`src/rtl/uart_pkg.sv`:
```
// uart_pkg: types and constants shared by the UART transmit and receive paths.
//   uart_state_t       frame-level FSM state (IDLE, START, DATA, STOP)
//   UART_DATA_WIDTH    default data bits per frame
//   UART_CLKS_PER_BIT  default clk cycles per serial bit (100 MHz / 115200 baud)
//   START_BIT          line level of the start bit
//   STOP_BIT           line level of the stop bit, which is also the idle level
package uart_pkg;

    typedef enum logic [1:0] {
        IDLE  = 2'd0,
        START = 2'd1,
        DATA  = 2'd2,
        STOP  = 2'd3
    } uart_state_t;

    localparam int UART_DATA_WIDTH   = 8;
    localparam int UART_CLKS_PER_BIT = 868;

    localparam logic START_BIT = 1'b0;
    localparam logic STOP_BIT  = 1'b1;

endpackage

```
`src/rtl/uart_tx_piso.sv`:
```
// piso_unit: parallel-in / serial-out shift register for the UART transmitter.
//   clk         in   system clock, rising edge
//   reset       in   synchronous, active-high; clears the register
//   load        in   capture d into the register (wins over shift)
//   shift       in   shift the register one place toward the LSB
//   d           in   WIDTH-bit parallel word
//   serial_out  out  current LSB of the register
module piso_unit #(
    parameter int WIDTH = 8
) (
    input  logic             clk,
    input  logic             reset,
    input  logic             load,
    input  logic             shift,
    input  logic [WIDTH-1:0] d,
    output logic             serial_out
);

    logic [WIDTH-1:0] q;

    always_ff @(posedge clk) begin
        if (reset) begin
            q <= '0;
        end else if (load) begin
            q <= d;
        end else if (shift) begin
            q <= q >> 1;
        end
    end

    assign serial_out = q[0];

endmodule

```
`src/rtl/uart_tx.sv`:
```
// uart_tx: UART transmitter. Takes a byte over a valid/ready handshake and sends
// it as one start bit, DATA_WIDTH data bits LSB first and one stop bit, each
// lasting CLKS_PER_BIT cycles. No parity.
//   clk       in   system clock, rising edge
//   reset     in   synchronous, active-high; aborts any frame in progress
//   tx_data   in   byte to send, captured on the accepting edge only
//   tx_valid  in   tx_data holds a byte to send
//   tx_ready  out  a byte can be accepted this cycle (IDLE or last STOP cycle)
//   tx        out  serial line, idle high, registered
//   busy      out  a frame is in progress
module uart_tx
    import uart_pkg::*;
#(
    parameter int DATA_WIDTH   = UART_DATA_WIDTH,
    parameter int CLKS_PER_BIT = UART_CLKS_PER_BIT
) (
    input  logic                  clk,
    input  logic                  reset,
    input  logic [DATA_WIDTH-1:0] tx_data,
    input  logic                  tx_valid,
    output logic                  tx_ready,
    output logic                  tx,
    output logic                  busy
);

    localparam int BAUD_W = $clog2(CLKS_PER_BIT);
    localparam int BIT_W  = $clog2(DATA_WIDTH + 1);
    localparam logic [BAUD_W-1:0] BAUD_LAST = BAUD_W'(CLKS_PER_BIT - 1);
    localparam logic [BIT_W-1:0]  BIT_LAST  = BIT_W'(DATA_WIDTH - 1);

    uart_state_t       state;
    uart_state_t       state_next;
    logic [BAUD_W-1:0] baud_cnt;
    logic [BIT_W-1:0]  bit_idx;

    logic bit_done;
    logic last_bit;
    logic accept;
    logic load;
    logic shift;
    logic serial_bit;
    logic tx_next;

    assign bit_done = (baud_cnt == BAUD_LAST);
    assign last_bit = (bit_idx == BIT_LAST);
    assign accept   = tx_valid && tx_ready;

    // State register
    always_ff @(posedge clk) begin
        if (reset) begin
            state <= IDLE;
        end else begin
            state <= state_next;
        end
    end

    // Next-state logic
    always_comb begin
        state_next = state;
        unique case (state)
            IDLE:    if (accept) state_next = START;
            START:   if (bit_done) state_next = DATA;
            DATA:    if (bit_done && last_bit) state_next = STOP;
            STOP:    if (bit_done) state_next = accept ? START : IDLE;
            default: state_next = IDLE;
        endcase
    end

    // Output / datapath control. Accepting in the last STOP cycle chains the
    // next start bit straight onto the stop bit, so back-to-back frames have
    // no idle gap.
    always_comb begin
        tx_ready = (state == IDLE) || ((state == STOP) && bit_done);
        busy     = (state != IDLE);
        load     = accept;
        // The first data bit leaves the shifter at the end of START, so the
        // register runs one bit ahead of the line from then on.
        shift    = bit_done && ((state == START) || (state == DATA));
        tx_next  = tx;
        unique case (state)
            IDLE:    if (accept) tx_next = START_BIT;
            START:   if (bit_done) tx_next = serial_bit;
            DATA:    if (bit_done) tx_next = last_bit ? STOP_BIT : serial_bit;
            STOP:    if (bit_done && accept) tx_next = START_BIT;
            default: tx_next = STOP_BIT;
        endcase
    end

    // Baud counter, bit index and line register. The baud counter rests at 0
    // in IDLE so a new frame's start bit always gets its full CLKS_PER_BIT.
    always_ff @(posedge clk) begin
        if (reset) begin
            baud_cnt <= '0;
            bit_idx  <= '0;
            tx       <= STOP_BIT;
        end else begin
            tx <= tx_next;
            if ((state == IDLE) || bit_done) begin
                baud_cnt <= '0;
            end else begin
                baud_cnt <= baud_cnt + 1'b1;
            end
            if ((state == START) && bit_done) begin
                bit_idx <= '0;
            end else if ((state == DATA) && bit_done) begin
                bit_idx <= bit_idx + 1'b1;
            end
        end
    end

    piso_unit #(
        .WIDTH(DATA_WIDTH)
    ) u_piso (
        .clk       (clk),
        .reset     (reset),
        .load      (load),
        .shift     (shift),
        .d         (tx_data),
        .serial_out(serial_bit)
    );

endmodule

```
`config.mk`:
```
export PLATFORM = sky130hd
export DESIGN_NAME = uart_tx
export DESIGN_NICKNAME = d
export VERILOG_FILES = /design/src/rtl/uart_pkg.sv /design/src/rtl/uart_tx_piso.sv /design/src/rtl/uart_tx.sv
export SDC_FILE = /design/constraint.sdc
export NUM_CORES = 1
export LEC_CHECK = 0
export ABC_CLOCK_PERIOD_IN_PS = 2200
export BUFFER_PORTS_ARGS = -buffer_cell sky130_fd_sc_hd__buf_2
export CORE_ASPECT_RATIO = 1.25
export CORE_MARGIN = 8
export CORE_UTILIZATION = 40
export CTS_CLUSTER_DIAMETER = 40
export DETAILED_ROUTE_END_ITERATION = 8
export PLACE_DENSITY = 0.62
export SYNTH_ARGS = -nofsm -noshare
export SYNTH_HDL_FRONTEND = slang
export SYNTH_SLANG_ARGS = --single-unit
```
`constraint.sdc`:
```
create_clock -name clk -period 2.2 [get_ports clk]
set_input_delay 0.22 -clock clk [delete_from_list [all_inputs] [get_ports clk]]
set_output_delay 0.22 -clock clk [all_outputs]
set_load 0.1 [all_outputs]
```
==> qor.txt, run 1 <==
# port buffers = 13
register area share after synthesis = 37.04%
part of the power in combinational logic = 48.7%
TritonCTS clock tree = built
die span in x = 67.99 µm
io pins = 14
slack of the critical path = 0.2069 ns
leakage power total = 0.6136 nW
number of flops mapped to enable cells by yosys = 0
Top Family by Delay on Critical Path = simple AND/OR/NAND/NOR gates
fraction of power spent switching nets = 45.05%
multi-input gate area in the final layout = 794.5 µm²
post-synthesis average cell area = 9.255 µm²
largest fanout on the critical path = 7
launching instance or port of the critical path = baud_cnt[0]
run status = completed
initial antenna violation count = 0
setup violators final = 0
series of cell instances along the critical path = ha_1 -> and4b_1 -> nand3_2 -> o21ai_2 -> buf_12
P&R area growth vs syn = 11.11%
RSZ-0062 raised after global routing = false
Final GP Congestion = 0.7884
first-pass GRT wire length = 4968 µm
transition time at the pin with the least slew margin = 0.6038 ns
worst vdd rail ir drop = 820.6 µV
worst min-delay path startpoint = tx_data[0]
predominant post-synthesis flop cell = dfxtp_1
H-tree depth = 1
asr flop ratio synth = 0%
cell chosen for the clock root = clkbuf_8
Initial DRT Pass Iterations = 4
number of filler instances in the final layout = 330
final total negative setup slack = 0 ns
number of nets in the layout = 178
clock tree sinks = 25
startpoint kind of the worst setup timing path = register
minimum setup slack after placement = 0.3474 ns
proportion of netlist area held by the largest area contributor = 37.04%
via-per-instance ratio = 5.668
Max Cap Violations = 0
class of the most critical setup path = reg2out
top post-synthesis cells by area = dfxtp_1 37%, mux2i_1 6.7%, a211oi_2 6.5%
largest stage delay on the critical path = 0.36 ns
height of the chip = 80.99 µm
Internal Power = 901.4 µW
antenna viol nets, final = 0
launching point of the worst reg2reg path = baud_cnt[0]
Antenna Diode Count = 0
netlist area before placement = 0.001351 mm²
Cell variety after synth = 37
net switching component of the power = 739.0 µW
fin. max-slew vios = 0
fraction of final layout cells with drive strength greater than 1 = 20.13%
period utilisation layout = 90.60%
number of remaining DRC errors = 0
Final Hold Viols = 0
pin count of the biggest net entering global routing = 20
sum of net half-perimeters after detailed placement = 2179 µm
total power density per cell area = 1093 mW/mm²
maximum clock path buffer count = 2
post-synthesis cell type with the largest combined area = dfxtp_1
CTS resizes = 0
clock skew after layout = 0.0009562 ns
arrival time of data at the critical path endpoint = 1.77 ns
initial cell density of the core = 41.93%
number of synthesized register bits = 25
Max-slew headroom = 59.37%
sequential cell area = 500.5 µm²
total wire length after detailed routing = 2866 µm
global-route total usage across every layer = 11.33%
number of violations reported at the end of detailed-routing iteration 0 = 95
Worst Setup End Kind = primary output
post-layout min period = 1.993 ns
Hold Crit Class = in2reg
data required time of the worst path = 1.98 ns
highest clock rate = 501.7 MHz
cell type of the slowest stage on the worst timing path = dfxtp_1
routed length per instance = 14.62 µm
total via count in the routed design = 1111
clock latency on the worst-skew pair = 0.27 ns
CTS clock-pin slew for the worst setup and hold paths = 0.08 ns
area of the core region = 0.003223 mm²
Die Area = 0.005506 mm²
Post-CTS Repair Setup Buffers = 0
number of buffers and inverters on the critical path = 1
Post-Synthesis Cells = 146
CTS Buf Count = 3
part of the power in registers = 35.0%
power share of the clock group = 16.3%
site row count = 23
vias in the first global route = 1123
GRT overflow = 0
Syn Nets = 164
hold_buf cts = 0
synthesis warning total = 0
layout make-up:
cell class                 instances  share of cell area [%]
clock buffer                       3                   2.750
clock inverter                     1                  0.3333
multi-input combinational        110                   52.92
inverter                           5                   1.250
timing repair buffer              15                   6.333
sequential                        25                   33.33
tap                               37                   3.083
tightest hold or removal path: stages:
cell      delay (ns)
buf_2           0.08
a21oi_1         0.04
a211oi_2        0.17
through the flow:
stage                     instances  util (%)  cell area (µm²)  total power, mW  hold slack (ns)
after floorplan                 146         -             1355            1.207           0.4130
after global placement          192     44.99             1450            1.358           0.4263
after detailed placement        192     44.99             1450            1.381           0.4469
after CTS                       196     46.43             1496            1.655           0.2863
after global routing            196     46.58             1501            1.750           0.2782
final                           196     46.58             1501            1.640           0.2847
kinds of logic (layout without fill, tap and decap cells):
| kind of cell | Yosys count | in the layout | synth area share (%) |
|---|---|---|---|
| multiplexers | 9 | 9 | 6.667 |
| buffers and inverters | 11 | 24 | 4.815 |
| XOR/XNOR | 8 | 8 | 5.185 |
| AND/OR/NAND/NOR | 51 | 51 | 21.67 |
| adder cells (fa/ha/maj) | 7 | 7 | 6.481 |
| AO/OA/AOI/OAI | 35 | 35 | 18.15 |
| flip-flops | 25 | 25 | 37.04 |
state kept, by name, summed over array words and instances (netlist names):
register and cells:
baud_cnt 10, bit_idx 4, state 2, tx 1, u_piso.q 8
worst paths after layout:
check | slack [ns] | cells after the start | end
setup / recovery | 0.21 | 5 | tx_ready
hold / removal | 0.28 | 3 | u_piso.q[0]
setup reg to reg | 0.35 | 5 | u_piso.q[3]
hold reg to reg | 0.46 | 1 | baud_cnt[0]
power groups by stage:
stage | logic [mW] | clock network, mW | registers [mW]
2_1_floorplan | 0.577 | 0 | 0.630
3_3_place_gp | 0.781 | 0 | 0.577
3_5_place_dp | 0.798 | 0 | 0.583
4_1_cts | 0.805 | 0.278 | 0.572
5_1_grt | 0.858 | 0.307 | 0.585
6_report | 0.799 | 0.268 | 0.574
cells in the mapped netlist, drive strengths merged, types with 3 or more instances:
cell and count:
xor2 6, nand3 6, inv 5, dfxtp 25, and3 3, o21ai 7, a211oi 7, a21oi 16
ha 7, buf 3, mux2i 9, nand2 6, nand4 6, nor2 13, nand3b 3
placed cells by master (no fill, tap or decap), types with 2 or more instances in the layout:
master     Yosys  final
clkbuf_8       0      3
nor2_1        13     13
buf_4          1      2
nand4b_1       2      2
o21ai_0        7      6
buf_2          0     12
xnor2_1        2      2
xor2_1         6      6
nand2b_1       2      2
nand2_1        5      5
mux2i_1        9      9
a211oi_2       7      7
nand3b_1       3      3
nand4_1        6      6
inv_1          5      5
a21oi_1       16     16
and3_1         2      2
o2bb2ai_1      2      2
nand3_1        6      5
dfxtp_1       25     25
ha_1           7      7
layer usage:
layer	global-route usage, %	share of wire, %	up-vias
met5	0	0	-
met4	6.982	3.5	0
met3	2.063	5.5	11
met2	18.34	47	27
met1	13.40	44	520
li1	-	-	553
(Power assumes the default switching activity.)
==> run 2, diff against run 1 <==
--- a/config.mk
+++ b/config.mk
@@ -5,7 +5,8 @@
 export SDC_FILE = /design/constraint.sdc
 export NUM_CORES = 1
 export LEC_CHECK = 0
-export ABC_CLOCK_PERIOD_IN_PS = 2200
+export ABC_AREA = 1
+export ABC_CLOCK_PERIOD_IN_PS = 2560
 export BUFFER_PORTS_ARGS = -buffer_cell sky130_fd_sc_hd__buf_2
 export CORE_ASPECT_RATIO = 1.25
 export CORE_MARGIN = 8
==> constraint.sdc (replaced) <==
create_clock -name clk -period 2.56 [get_ports clk]
set_input_delay 0.256 -clock clk [delete_from_list [all_inputs] [get_ports clk]]
set_output_delay 0.256 -clock clk [all_outputs]
set_load 0.1 [all_outputs]
==> qor.txt, run 2 <==
clock skew after layout = 0.004372 ns (+0.003416 ns)
total power density per cell area = 851.8 mW/mm² (-22%)
most repeated cell in the gate-level netlist after synthesis = nand2_1
registers with the most flip-flops = baud_cnt: 10 flops, u_piso.q: 8 flops, bit_idx: 4 flops
fraction of final layout cells with drive strength greater than 1 = 29.10% (+9.0 points)
area of the core region = 0.003393 mm² (+5.3%)
routed length per instance = 11.32 µm (-23%)
sum of net half-perimeters after detailed placement = 2031 µm (-6.8%)
post-layout min period = 1.964 ns
flip-flop count of the largest register after layout = 10 (unchanged)
predominant post-synthesis flop cell = dfxtp_1
worst min-delay path startpoint = tx_data[1]
number of violations reported at the end of detailed-routing iteration 0 = 58 (-39%)
Design Power = 1.284 mW (-22%)
fin. max-slew vios = 0 (unchanged)
launching point of the worst reg2reg path = state[0]
period utilisation layout = 76.73%
highest clock rate = 509.1 MHz
cell chosen for the clock root = clkbuf_8
H-tree depth = 1 (unchanged)
most used standard cells in the synthesized netlist = 27 x nand2_1, 25 x dfxtp_1, 19 x inv_1
netlist area before placement = 0.001375 mm² (+1.8%)
total wire length after detailed routing = 2582 µm (-9.9%)
Hold Crit Class = in2reg
hold_buf cts = 0 (unchanged)
Initial DRT Pass Iterations = 4 (unchanged)
worst vdd rail ir drop = 444.6 µV (-46%)
arrival time of data at the critical path endpoint = 1.71 ns (-0.06 ns)
minimum setup slack after placement = 0.8529 ns (+0.5055 ns)
P&R area growth vs syn = 9.645%
proportion of netlist area held by the largest area contributor = 36.40% (-0.64 points)
largest fanout on the critical path = 3 (-4)
number of synthesized register bits = 25 (unchanged)
io pins = 14 (unchanged)
final total negative setup slack = 0 ns (unchanged)
vias in the first global route = 1116 (-0.62%)
total via count in the routed design = 1099 (-1.1%)
net switching component of the power = 578.1 µW (-22%)
Final GP Congestion = 0.7258 (-7.9%)
TritonCTS clock tree = built
antenna viol nets, final = 0 (unchanged)
Post-CTS Repair Setup Buffers = 0 (unchanged)
Worst Setup End Kind = primary output
via-per-instance ratio = 4.820 (-15%)
site row count = 24 (+4.3%)
maximum clock path buffer count = 2 (unchanged)
initial antenna violation count = 0 (unchanged)
number of filler instances in the final layout = 338 (+2.4%)
part of the power in registers = 38.0% (+3.0 points)
global-route total usage across every layer = 10.68% (-0.65 points)
run status = completed
first-pass GRT wire length = 4540 µm (-8.6%)
launching instance or port of the critical path = baud_cnt[0]
commonest non-fill, non-tap cells in the layout = 27 x nand2_1, 25 x dfxtp_1, 18 x inv_1
part of the power in combinational logic = 43.1% (-5.6 points)
fraction of power spent switching nets = 45.02% (about the same)
top post-synthesis cells by area = dfxtp_1 36%, nand2_1 7.4%, ha_1 6.4%
Syn Nets = 193 (+18%)
Die Area = 0.005581 mm² (+1.4%)
post-synthesis cell type with the largest combined area = dfxtp_1
register name with the most flops = baud_cnt
slack of the critical path = 0.5958 ns (+0.3889 ns)
Antenna Diode Count = 0 (unchanged)
# port buffers = 13 (unchanged)
class of the most critical setup path = reg2out
Post-Synthesis Cells = 175 (+20%)
height of the chip = 81.55 µm (+0.70%)
CTS clock-pin slew for the worst setup and hold paths = 0.08 ns (about the same)
number of flops mapped to enable cells by yosys = 0 (unchanged)
data required time of the worst path = 2.30 ns (+0.32 ns)
synthesis warning total = 0 (unchanged)
fin util = 44.43% (-2.2 points)
initial cell density of the core = 40.52% (-1.4 points)
Max-slew headroom = 67.36% (+8.0 points)
Internal Power = 706.2 µW (-22%)
register area share after synthesis = 36.40% (-0.64 points)
pin count of the biggest net entering global routing = 21 (+5.0%)
most frequent standard cell in the layout excluding fill and tap cells = nand2_1
GRT overflow = 0 (unchanged)
slack of the worst reg-to-reg path = 0.85 ns (+0.50 ns)
power share of the clock group = 18.9% (+2.6 points)
Final Hold Viols = 0 (unchanged)
CTS resizes = 0 (unchanged)
leakage power total = 0.5969 nW (-2.7%)
startpoint kind of the worst setup timing path = register
CTS Buf Count = 3 (unchanged)
asr flop ratio synth = 0% (unchanged)
Max Cap Violations = 0 (unchanged)
clock latency on the worst-skew pair = 0.28 ns (about the same)
Cell variety after synth = 29 (-22%)
final worst hold slack = 0.2083 ns (-0.07646 ns)
number of remaining DRC errors = 0 (unchanged)
setup violators final = 0 (unchanged)
die span in x = 68.44 µm (+0.67%)
post-synthesis average cell area = 7.858 µm² (-15%)
clock tree sinks = 25 (unchanged)
RSZ-0062 raised after global routing = false
number of nets in the layout = 208 (+17%)
transition time at the pin with the least slew margin = 0.4929 ns (-0.1109 ns)
run 2: layout make-up:
type	instances	area (µm²)	area share (%)
well taps	39	48.80	3.237
inverters	23	91.34	6.058
flip-flops and latches	25	500.5	33.19
clock buffers	4	45.04	2.988
multi-input cells	124	757.0	50.21
repair buffers	13	65.06	4.315
run 2: routing by layer:
| metal | part of all wire (%) | vias up | wire [µm] | global-route usage [%] |
|---|---|---|---|---|
| met4 | 3.0 | 0 | 78 | 7.803 |
| met1 | 42 | 486 | 1077 | 10.43 |
| met3 | 4.3 | 5 | 110 | 2.456 |
| li1 | - | 594 | - | - |
| met2 | 51 | 14 | 1316 | 18.92 |
| met5 | 0 | - | 0 | 0 |
run 2: logic make-up (layout without fill, tap and decap cells):
| group | after synthesis | after routing | synth area share [%] |
|---|---|---|---|
| flip-flops | 25 | 25 | 36.40 |
| adder cells (fa/ha/maj) | 7 | 7 | 6.369 |
| AND/OR/NAND/NOR | 82 | 82 | 31.76 |
| AO/OA/AOI/OAI | 33 | 33 | 15.65 |
| XOR/XNOR | 2 | 2 | 1.274 |
| buffers and inverters | 26 | 40 | 8.553 |
run 2: per-stage QoR:
step	area, µm²	instances
global placement	1463	224
detailed placement	1463	224
CTS	1508	228
global route	1508	228
floorplan	1379	175
finish	1508	228
run 2: final timing paths:
| kind | to | cells after the start |
|---|---|---|
| setup / recovery | tx_ready | 6 |
| hold / removal | u_piso.q[1] | 3 |
| setup reg to reg | u_piso.q[0] | 8 |
| hold reg to reg | baud_cnt[0] | 1 |
run 2: power by group through the flow:
stage                     registers, mW  logic, mW  clock network, mW
after global routing              0.498      0.601              0.267
after detailed placement          0.498      0.558                  0
after global placement            0.495      0.546                  0
final                             0.488      0.554              0.243
after CTS                         0.490      0.558              0.257
after floorplan                   0.539      0.438                  0
run 2: worst max-delay path, stage by stage (launching register included):
cell and delay (ns):
dfxtp_1 0.36, ha_1 0.19, nand2_1 0.11, nor2_4 0.15, nand3_2 0.10, nand2_2 0.09
buf_2 0.43
